File: src/rtl/pwm_rgb_capture_if.sv
// pwm_rgb_capture_if: control, PWM input and result bundle for the RGB PWM duty capture block
// Signals: tick (sample enable), enable (run level), pwm_in[2:0] (R,G,B lines),
//          duty_r/g/b (last window result), sat[2:0] (line high for a whole window),
//          valid (one-cycle result strobe), busy (measuring); stable only with PWM_CAPTURE_STABLE_EN.
// Modports: master drives tick/enable/pwm_in; slave (the capture block) drives the results.
interface pwm_rgb_capture_if #(parameter int WINDOW_LOG2 = 8);
   logic                   tick;
   logic                   enable;
   logic [2:0]             pwm_in;
   logic [WINDOW_LOG2-1:0] duty_r;
   logic [WINDOW_LOG2-1:0] duty_g;
   logic [WINDOW_LOG2-1:0] duty_b;
   logic [2:0]             sat;
   logic                   valid;
   logic                   busy;
`ifdef PWM_CAPTURE_STABLE_EN
   logic                   stable;
   modport master (output tick, enable, pwm_in, input duty_r, duty_g, duty_b, sat, valid, busy, stable);
   modport slave  (input tick, enable, pwm_in, output duty_r, duty_g, duty_b, sat, valid, busy, stable);
`else
   modport master (output tick, enable, pwm_in, input duty_r, duty_g, duty_b, sat, valid, busy);
   modport slave  (input tick, enable, pwm_in, output duty_r, duty_g, duty_b, sat, valid, busy);
`endif
endinterface

File: src/rtl/pwm_rgb_capture.sv
// pwm_rgb_capture: measures the duty of three PWM lines over 2^WINDOW_LOG2-tick windows
// Ports: clk, rst (async, active high), bus (pwm_rgb_capture_if.slave: tick, enable, pwm_in in;
//        duty_r/g/b, sat, valid, busy out). Optional macro PWM_CAPTURE_STABLE_EN adds bus.stable,
//        which flags a window whose result equals the previous window's.
module pwm_rgb_capture #(
   parameter int SYNC_STAGES = 2,
   parameter int WINDOW_LOG2 = 8
) (
   input logic             clk,
   input logic             rst,
   pwm_rgb_capture_if.slave bus
);
   localparam int W = WINDOW_LOG2;
   typedef enum logic {IDLE, MEASURE} state_t;
   state_t                     r_state, w_next;
   logic [SYNC_STAGES-1:0][2:0] r_sync;
   logic [W-1:0]               r_win;
   logic [2:0][W:0]            r_hi, w_hi;
   logic [2:0][W-1:0]          w_duty;
   logic [2:0]                 w_s, w_sat;
   logic                       w_meas, w_tick, w_term;
   assign w_s = r_sync[SYNC_STAGES-1];
   always_ff @(posedge clk or posedge rst)
      if (rst) r_sync <= '0;
      else r_sync <= {r_sync[SYNC_STAGES-2:0], bus.pwm_in};
   always_ff @(posedge clk or posedge rst)
      if (rst) r_state <= IDLE;
      else r_state <= w_next;
   // enable alone decides: IDLE enters MEASURE on it, MEASURE falls back to IDLE without it
   always_comb w_next = bus.enable ? MEASURE : IDLE;
   always_comb bus.busy = (r_state == MEASURE);
   // a cycle with enable low in MEASURE is the abort cycle and counts nothing
   assign w_meas = (r_state == MEASURE) && bus.enable;
   assign w_tick = w_meas && bus.tick;
   assign w_term = w_tick && (r_win == '1);
   // results use the counts including the current sample so the terminal tick is part of the window;
   // a count can reach at most 2^W, so its top bit alone marks saturation
   always_comb
      for (int c = 0; c < 3; c++) begin
         w_hi[c]   = r_hi[c] + (W+1)'(w_tick && w_s[c]);
         w_duty[c] = w_hi[c][W] ? '1 : w_hi[c][W-1:0];
         w_sat[c]  = w_hi[c][W];
      end
   always_ff @(posedge clk or posedge rst)
      if (rst) begin
         r_win <= '0;
         r_hi  <= '0;
      end else if (!w_meas || w_term) begin
         r_win <= '0;
         r_hi  <= '0;
      end else if (w_tick) begin
         r_win <= r_win + 1'b1;
         r_hi  <= w_hi;
      end
   always_ff @(posedge clk or posedge rst)
      if (rst) begin
         bus.duty_r <= '0;
         bus.duty_g <= '0;
         bus.duty_b <= '0;
         bus.sat    <= '0;
         bus.valid  <= 1'b0;
      end else begin
         bus.valid <= w_term;
         if (w_term) begin
            bus.duty_r <= w_duty[2];
            bus.duty_g <= w_duty[1];
            bus.duty_b <= w_duty[0];
            bus.sat    <= w_sat;
         end
      end
`ifdef PWM_CAPTURE_STABLE_EN
   logic [3*W+2:0] r_hist, w_res;
   logic           r_hist_v;
   assign w_res = {w_duty[2], w_duty[1], w_duty[0], w_sat};
   // history is forgotten whenever the block idles, so the first window after it never reads stable
   always_ff @(posedge clk or posedge rst)
      if (rst) begin
         r_hist     <= '0;
         r_hist_v   <= 1'b0;
         bus.stable <= 1'b0;
      end else if (r_state == IDLE) r_hist_v <= 1'b0;
      else if (w_term) begin
         bus.stable <= r_hist_v && (w_res == r_hist);
         r_hist     <= w_res;
         r_hist_v   <= 1'b1;
      end
`endif
endmodule

File: src/flat_wrapper.sv
// flat-port wrapper written by rule: the top's interface ports become plain ports
module pwm_rgb_capture_flat 
#(
   parameter int SYNC_STAGES = 2,
   parameter int WINDOW_LOG2 = 8
)
  (clk, rst, bus_tick, bus_enable, bus_pwm_in, bus_duty_r, bus_duty_g, bus_duty_b, bus_sat, bus_valid, bus_busy);
  pwm_rgb_capture_if #(.WINDOW_LOG2(WINDOW_LOG2)) bus_i ();
  input logic clk;
  input logic rst;
  input wire logic [$bits(bus_i.tick)-1:0] bus_tick;
  input wire logic [$bits(bus_i.enable)-1:0] bus_enable;
  input wire logic [$bits(bus_i.pwm_in)-1:0] bus_pwm_in;
  output wire logic [$bits(bus_i.duty_r)-1:0] bus_duty_r;
  output wire logic [$bits(bus_i.duty_g)-1:0] bus_duty_g;
  output wire logic [$bits(bus_i.duty_b)-1:0] bus_duty_b;
  output wire logic [$bits(bus_i.sat)-1:0] bus_sat;
  output wire logic [$bits(bus_i.valid)-1:0] bus_valid;
  output wire logic [$bits(bus_i.busy)-1:0] bus_busy;
  assign bus_i.tick = bus_tick;
  assign bus_i.enable = bus_enable;
  assign bus_i.pwm_in = bus_pwm_in;
  assign bus_duty_r = bus_i.duty_r;
  assign bus_duty_g = bus_i.duty_g;
  assign bus_duty_b = bus_i.duty_b;
  assign bus_sat = bus_i.sat;
  assign bus_valid = bus_i.valid;
  assign bus_busy = bus_i.busy;
  pwm_rgb_capture #(.SYNC_STAGES(SYNC_STAGES), .WINDOW_LOG2(WINDOW_LOG2)) u_core (.clk(clk), .rst(rst), .bus(bus_i));
endmodule
File: config.mk
export PLATFORM = sky130hd
export DESIGN_NAME = pwm_rgb_capture_flat
export DESIGN_NICKNAME = d
export VERILOG_FILES = /design/src/rtl/pwm_rgb_capture_if.sv /design/src/rtl/pwm_rgb_capture.sv /design/src/flat_wrapper.sv
export SDC_FILE = /design/constraint.sdc
export NUM_CORES = 1
export LEC_CHECK = 0
export BUFFER_PORTS_ARGS = -buffer_cell sky130_fd_sc_hd__buf_2
export CAP_MARGIN = 5
export CORE_ASPECT_RATIO = 2
export CORE_MARGIN = 2
export CORE_UTILIZATION = 58
export DETAILED_ROUTE_END_ITERATION = 7
export PLACE_DENSITY = 0.79
export SKIP_CTS_REPAIR_TIMING = 1
export SLEW_MARGIN = 0
export SYNTH_ARGS = -nofsm -noshare
export SYNTH_HDL_FRONTEND = slang
export SYNTH_SLANG_ARGS = --single-unit
File: constraint.sdc
create_clock -name clk -period 2.73 [get_ports clk]
set_input_delay 0.273 -clock clk [delete_from_list [all_inputs] [get_ports clk]]
set_output_delay 0.273 -clock clk [all_outputs]
set_load 0.05 [all_outputs]
Word-level counts from Yosys, hierarchy flattened
Cells that the tools add are included.
- output and inout port bits: 29
- register bits after elaboration: 70
- add/subtract/negate cells: 4
- equality and inequality tests: 1
- reductions and logical operators: 9
- muxes and demuxes: 8
- operators by type and width (cell ; count):
    $mux 27 ; 2
    $mux 8 ; 5
    $add 9x1->9 ; 3
    $add 8x1->8 const B ; 1
    $eq 8x8->1 const B ; 1
    $logic_and 1x1->1 ; 6
    $reduce_bool 2->1 ; 1
    $logic_not 1->1 ; 1
    $logic_or 1x1->1 ; 1
    $mux 1 ; 1

Longest topological paths before layout
- depth after elaboration: 6
- gate-level depth with buffers: 9
- depth with buffers taken out: 8

Worst setup path after synthesis
Ideal clock, no wire load.
- kind: register to register
- start point: register u_core.r_state, in the netlist u_core.bus.busy
- end point: register u_core.bus.duty_g[0]
- path buffers: 1
- setup time: 0.082 ns
- cell stages (with the launch flop): 10
- slack: 0.165 ns
- clock period less this slack: 2.565 ns
- arrival time: 2.483 ns
- path through: dfrtp_1 -> and3_1 -> and2_1 -> ha_1 -> ha_1 -> nand4_1 -> or4b_1 -> and2_4 -> buf_6 -> a31oi_1
- cells in the longest elaborated chain, start to end: 5
- elaborated cells between the ends (all ways): 6
- those cells by class: add/sub (1); mux (1); reduce/logical (4)
- ends and longest elaborated chain (what ; line ; RTL):
    from (decl) ; pwm_rgb_capture.sv:15 ; state_t r_state, w_next;
    from (signal assigned) ; pwm_rgb_capture.sv:28 ; else r_state <= w_next;
    $logic_and 1x1->1 (*) ; pwm_rgb_capture.sv:33 ; assign w_meas = (r_state == MEASURE) && bus.enable;
    $logic_and 1x1->1 (*) ; pwm_rgb_capture.sv:34 ; assign w_tick = w_meas && bus.tick;
    $logic_and 1x1->1 ; pwm_rgb_capture.sv:40 ; w_hi[c] = r_hi[c] + (W+1)'(w_tick && w_s[c]);
    $add 9x1->9 ; pwm_rgb_capture.sv:40 ;
    $mux 8 ; pwm_rgb_capture.sv:41 ; w_duty[c] = w_hi[c][W] ? '1 : w_hi[c][W-1:0];
    to (signal assigned) ; pwm_rgb_capture.sv:66 ; bus.duty_g <= w_duty[1];
    to (decl) ; pwm_rgb_capture_if.sv:22 ; modport slave (input tick, enable, pwm_in, output duty_r, duty_g, duty_b, sat, valid, busy);
Mark *: on every way between the ends. The rest lies on a longest branch, timed or not.
A chain may end at the register's enable or synchronous reset.

Worst setup path after layout
- start point: register u_core.r_state, in the netlist u_core.bus.busy
- end point: register u_core.bus.duty_r[5]
- cells in the longest elaborated chain, start to end: 5
- elaborated cells between the ends (all ways): 6
- those cells by class: add/sub (1); mux (1); reduce/logical (4)
- ends and longest elaborated chain (what ; line ; RTL):
    $logic_and 1x1->1 (*) ; pwm_rgb_capture.sv:33 ;
    $logic_and 1x1->1 (*) ; pwm_rgb_capture.sv:34 ;
    $logic_and 1x1->1 ; pwm_rgb_capture.sv:40 ;
    $add 9x1->9 ; pwm_rgb_capture.sv:40 ;
    $mux 8 ; pwm_rgb_capture.sv:41 ;
    to (signal assigned) ; pwm_rgb_capture.sv:65 ; bus.duty_r <= w_duty[2];
    to (decl) ; pwm_rgb_capture_if.sv:22 ;
Marks and branches as above.

==> flow_summary.json <==
{
  "clk_path_buf_depth": 2,
  "placementRows": 37,
  "synthArstFlopShare": 1.00,
  "fin_nets": 356,
  "rsz0062_at_grt": "no",
  "maxSlewHeadroom": 0.510,
  "synthTopCellsByArea": "dfrtp_1 (56%), nor2_1 (4.9%), a31oi_1 (4.8%)",
  "report.final.slew_viol_count": 0,
  "initial_core_util": 0.603,
  "leakage_nw": 1.70,
  "ys.flop_type": "dfrtp_1",
  "cts_tree": "built",
  "dr.pass1.iters": 4,
  "syn_area_per_cell_um2": 10.1,
  "yosys.area.top_type": "dfrtp_1",
  "grt-ovfl-total": 0,
  "fillCellCount": 443,
  "seqPwrFrac": 0.555,
  "synth_edf_count": 0,
  "die_x_um": 55.9,
  "min_period_ps": 2360,
  "htreeDepth": 3,
  "status": "finished, final reports clean",
  "p_comb_frac": 0.032,
  "peakVddDrop_v": 0.000512,
  "multi_input_area_um2": 1260,
  "drt_wl_total_um": 6210,
  "drtAntennaViolNets": 0,
  "drt-initial-drc-count": 60,
  "cap_violations": 0,
  "cp-end-kind": "flop",
  "clkSlewWorstSetupHoldPaths_ps": 70,
  "mostFrequentLayoutCell": "dfrtp_1",
  "dp_hpwl_um": 4300,
  "p_per_area_nw_per_um2": 534,
  "timing.final.hold_violations": 0,
  "synth_top_area_frac": 0.560,
  "drive_gt1_frac": 0.165,
  "clock_latency_ps": 340,
  "n_antenna_cell": 0,
  "cts.sinks": 70,
  "seq_area_um2": 1750,
  "syn_nets": 323,
  "switching_share": 0.213,
  "synth.distinct_cells": 34,
  "fmax_mhz": 424,
  "fin_crit_sh": 0.864,
  "power.total_w": 0.00189,
  "p_int_w": 0.00148,
  "final.setup_skew_ps": 3.31,
  "die_h_um": 108,
  "first_global_vias": 2350,
  "clkPwrFrac": 0.413,
  "final_cell_mix": "dfrtp_1 (70), nor2_1 (41), buf_2 (35)",
  "critPathArrivalTime_ps": 2620,
  "finalSetupTns_ps": 0,
  "min_path_type": "in -> async",
  "grt_use_total": 0.233,
  "hold_ws_ps": 6.35,
  "path_class": "reg -> reg",
  "synth_seq_cells": 70,
  "die_area_um2": 6030,
  "num_io_pins": 36,
  "synthCells": 309,
  "p_switching_w": 0.000402,
  "io_buffers": 35,
  "vias_per_cell": 5.86,
  "critPathMaxFanout": 7,
  "synth_area_um2": 3130,
  "clock-root-buffer": "clkbuf_8",
  "final-setup-viol-count": 0,
  "grt_max_degree": 43,
  "crit_required_ps": 2990,
  "start_kind": "flop",
  "cts_made_buffers": 9,
  "gp_congestion": 0.793,
  "synthToLayoutAreaGrowth_pct": 13.0,
  "wl_per_cell_um": 15.4,
  "via_count": 2368,
  "ys_warn_count": 0,
  "grt_pass1_wl_um": 10700,
  "route.detailed.drc": 0,
  "worstMarginPinSlew_ps": 734,
  "antenna_found_initial": 0,
  "ys_seq_area_frac": 0.560,
  "core_area_um2": 5180
}
[state kept, by name (all words and copies together) (netlist names)]
| register | cells |
|---|---|
| u_core.r_hi | 27 |
| u_core.bus.duty_b | 8 |
| u_core.r_win | 8 |
| u_core.r_sync | 3 |
| u_core.w_s | 3 |
| u_core.bus.busy | 1 |
| u_core.bus.valid | 1 |
| u_core.bus.sat | 3 |
| u_core.bus.duty_g | 8 |
| u_core.bus.duty_r | 8 |
[per-layer routing]
metal	vias up	routed length (µm)	GRT usage
met5	-	0	0
met2	46	3400	0.412
li1	1148	-	-
met1	1157	2400	0.251
met3	17	224	0.0505
met4	0	181	0.139
[kinds of logic after synthesis]
logic type,after synthesis,share of synthesized area
AO/OA/AOI/OAI,80,0.156
XOR/XNOR,22,0.0616
adder cells (fa/ha/maj),7,0.0280
buffers and inverters,24,0.0380
flip-flops,70,0.560
AND/OR/NAND/NOR,106,0.157
[power by group through the flow]
stage	Sequential, W	Clock (W)	Combinational (W)
floorplan	0.00107	0	0.0000352
CTS	0.00105	0.000798	0.0000618
detailed placement	0.00107	0	0.0000619
finish	0.00105	0.000779	0.0000598
global placement	0.00107	0	0.0000605
global route	0.00105	0.000853	0.0000685
[critical path: stages (launching register included)]
cell	delay [ps]
dfrtp_1	380
and3_1	250
and2_1	150
ha_1	160
ha_1	240
nand3_1	210
or3_1	430
and3_1	270
a21oi_1	180
[metrics by stage]
step	utilization	std cells	worst slack, ps	area, µm²
2_1_floorplan	-	309	165	3130
3_3_place_gp	0.646	389	397	3350
3_5_place_dp	0.646	389	362	3350
4_1_cts	0.682	404	362	3530
5_1_grt	0.682	404	174	3530
6_report	0.682	404	372	3530
[layout make-up]
class                      instances  area share
clock buffer                      15      0.0527
timing repair buffer              40      0.0673
inverter                           6     0.00637
tap                               58      0.0205
sequential                        70       0.496
multi-input combinational        215       0.358
[Yosys cell counts, drive strengths merged, types with 2 or more instances]
cell / n
dfrtp: 70
nor2: 41
nand2: 25
a31oi: 24
o21ai: 23
a21oi: 16
nand3: 14
xnor2: 14
buf: 10
clkbuf: 8
xor2: 8
ha: 7
inv: 6
nand4: 6
a21o: 5
and2: 5
and3: 5
a22o: 4
a41oi: 4
nand2b: 2
nor3: 2
o22a: 2
or3: 2
[worst paths after layout]
kind / from / end / slack (ps) / depth (start not counted)
setup reg to reg: u_core.bus.busy / u_core.bus.duty_r[5] / 370 / 8
hold reg to reg: u_core.r_sync[1] / u_core.w_s[1] / 350 / 0
min in group clk: bus_pwm_in[1] / u_core.r_sync[1] / 30 / 1
setup / recovery: u_core.bus.busy / u_core.bus.duty_r[5] / 370 / 8
max in group asynchronous: rst / u_core.bus.duty_g[5] / 2090 / 3
hold / removal: rst / u_core.r_hi[24] / 6 / 2
Note: power is estimated with default switching activity, not from simulation.
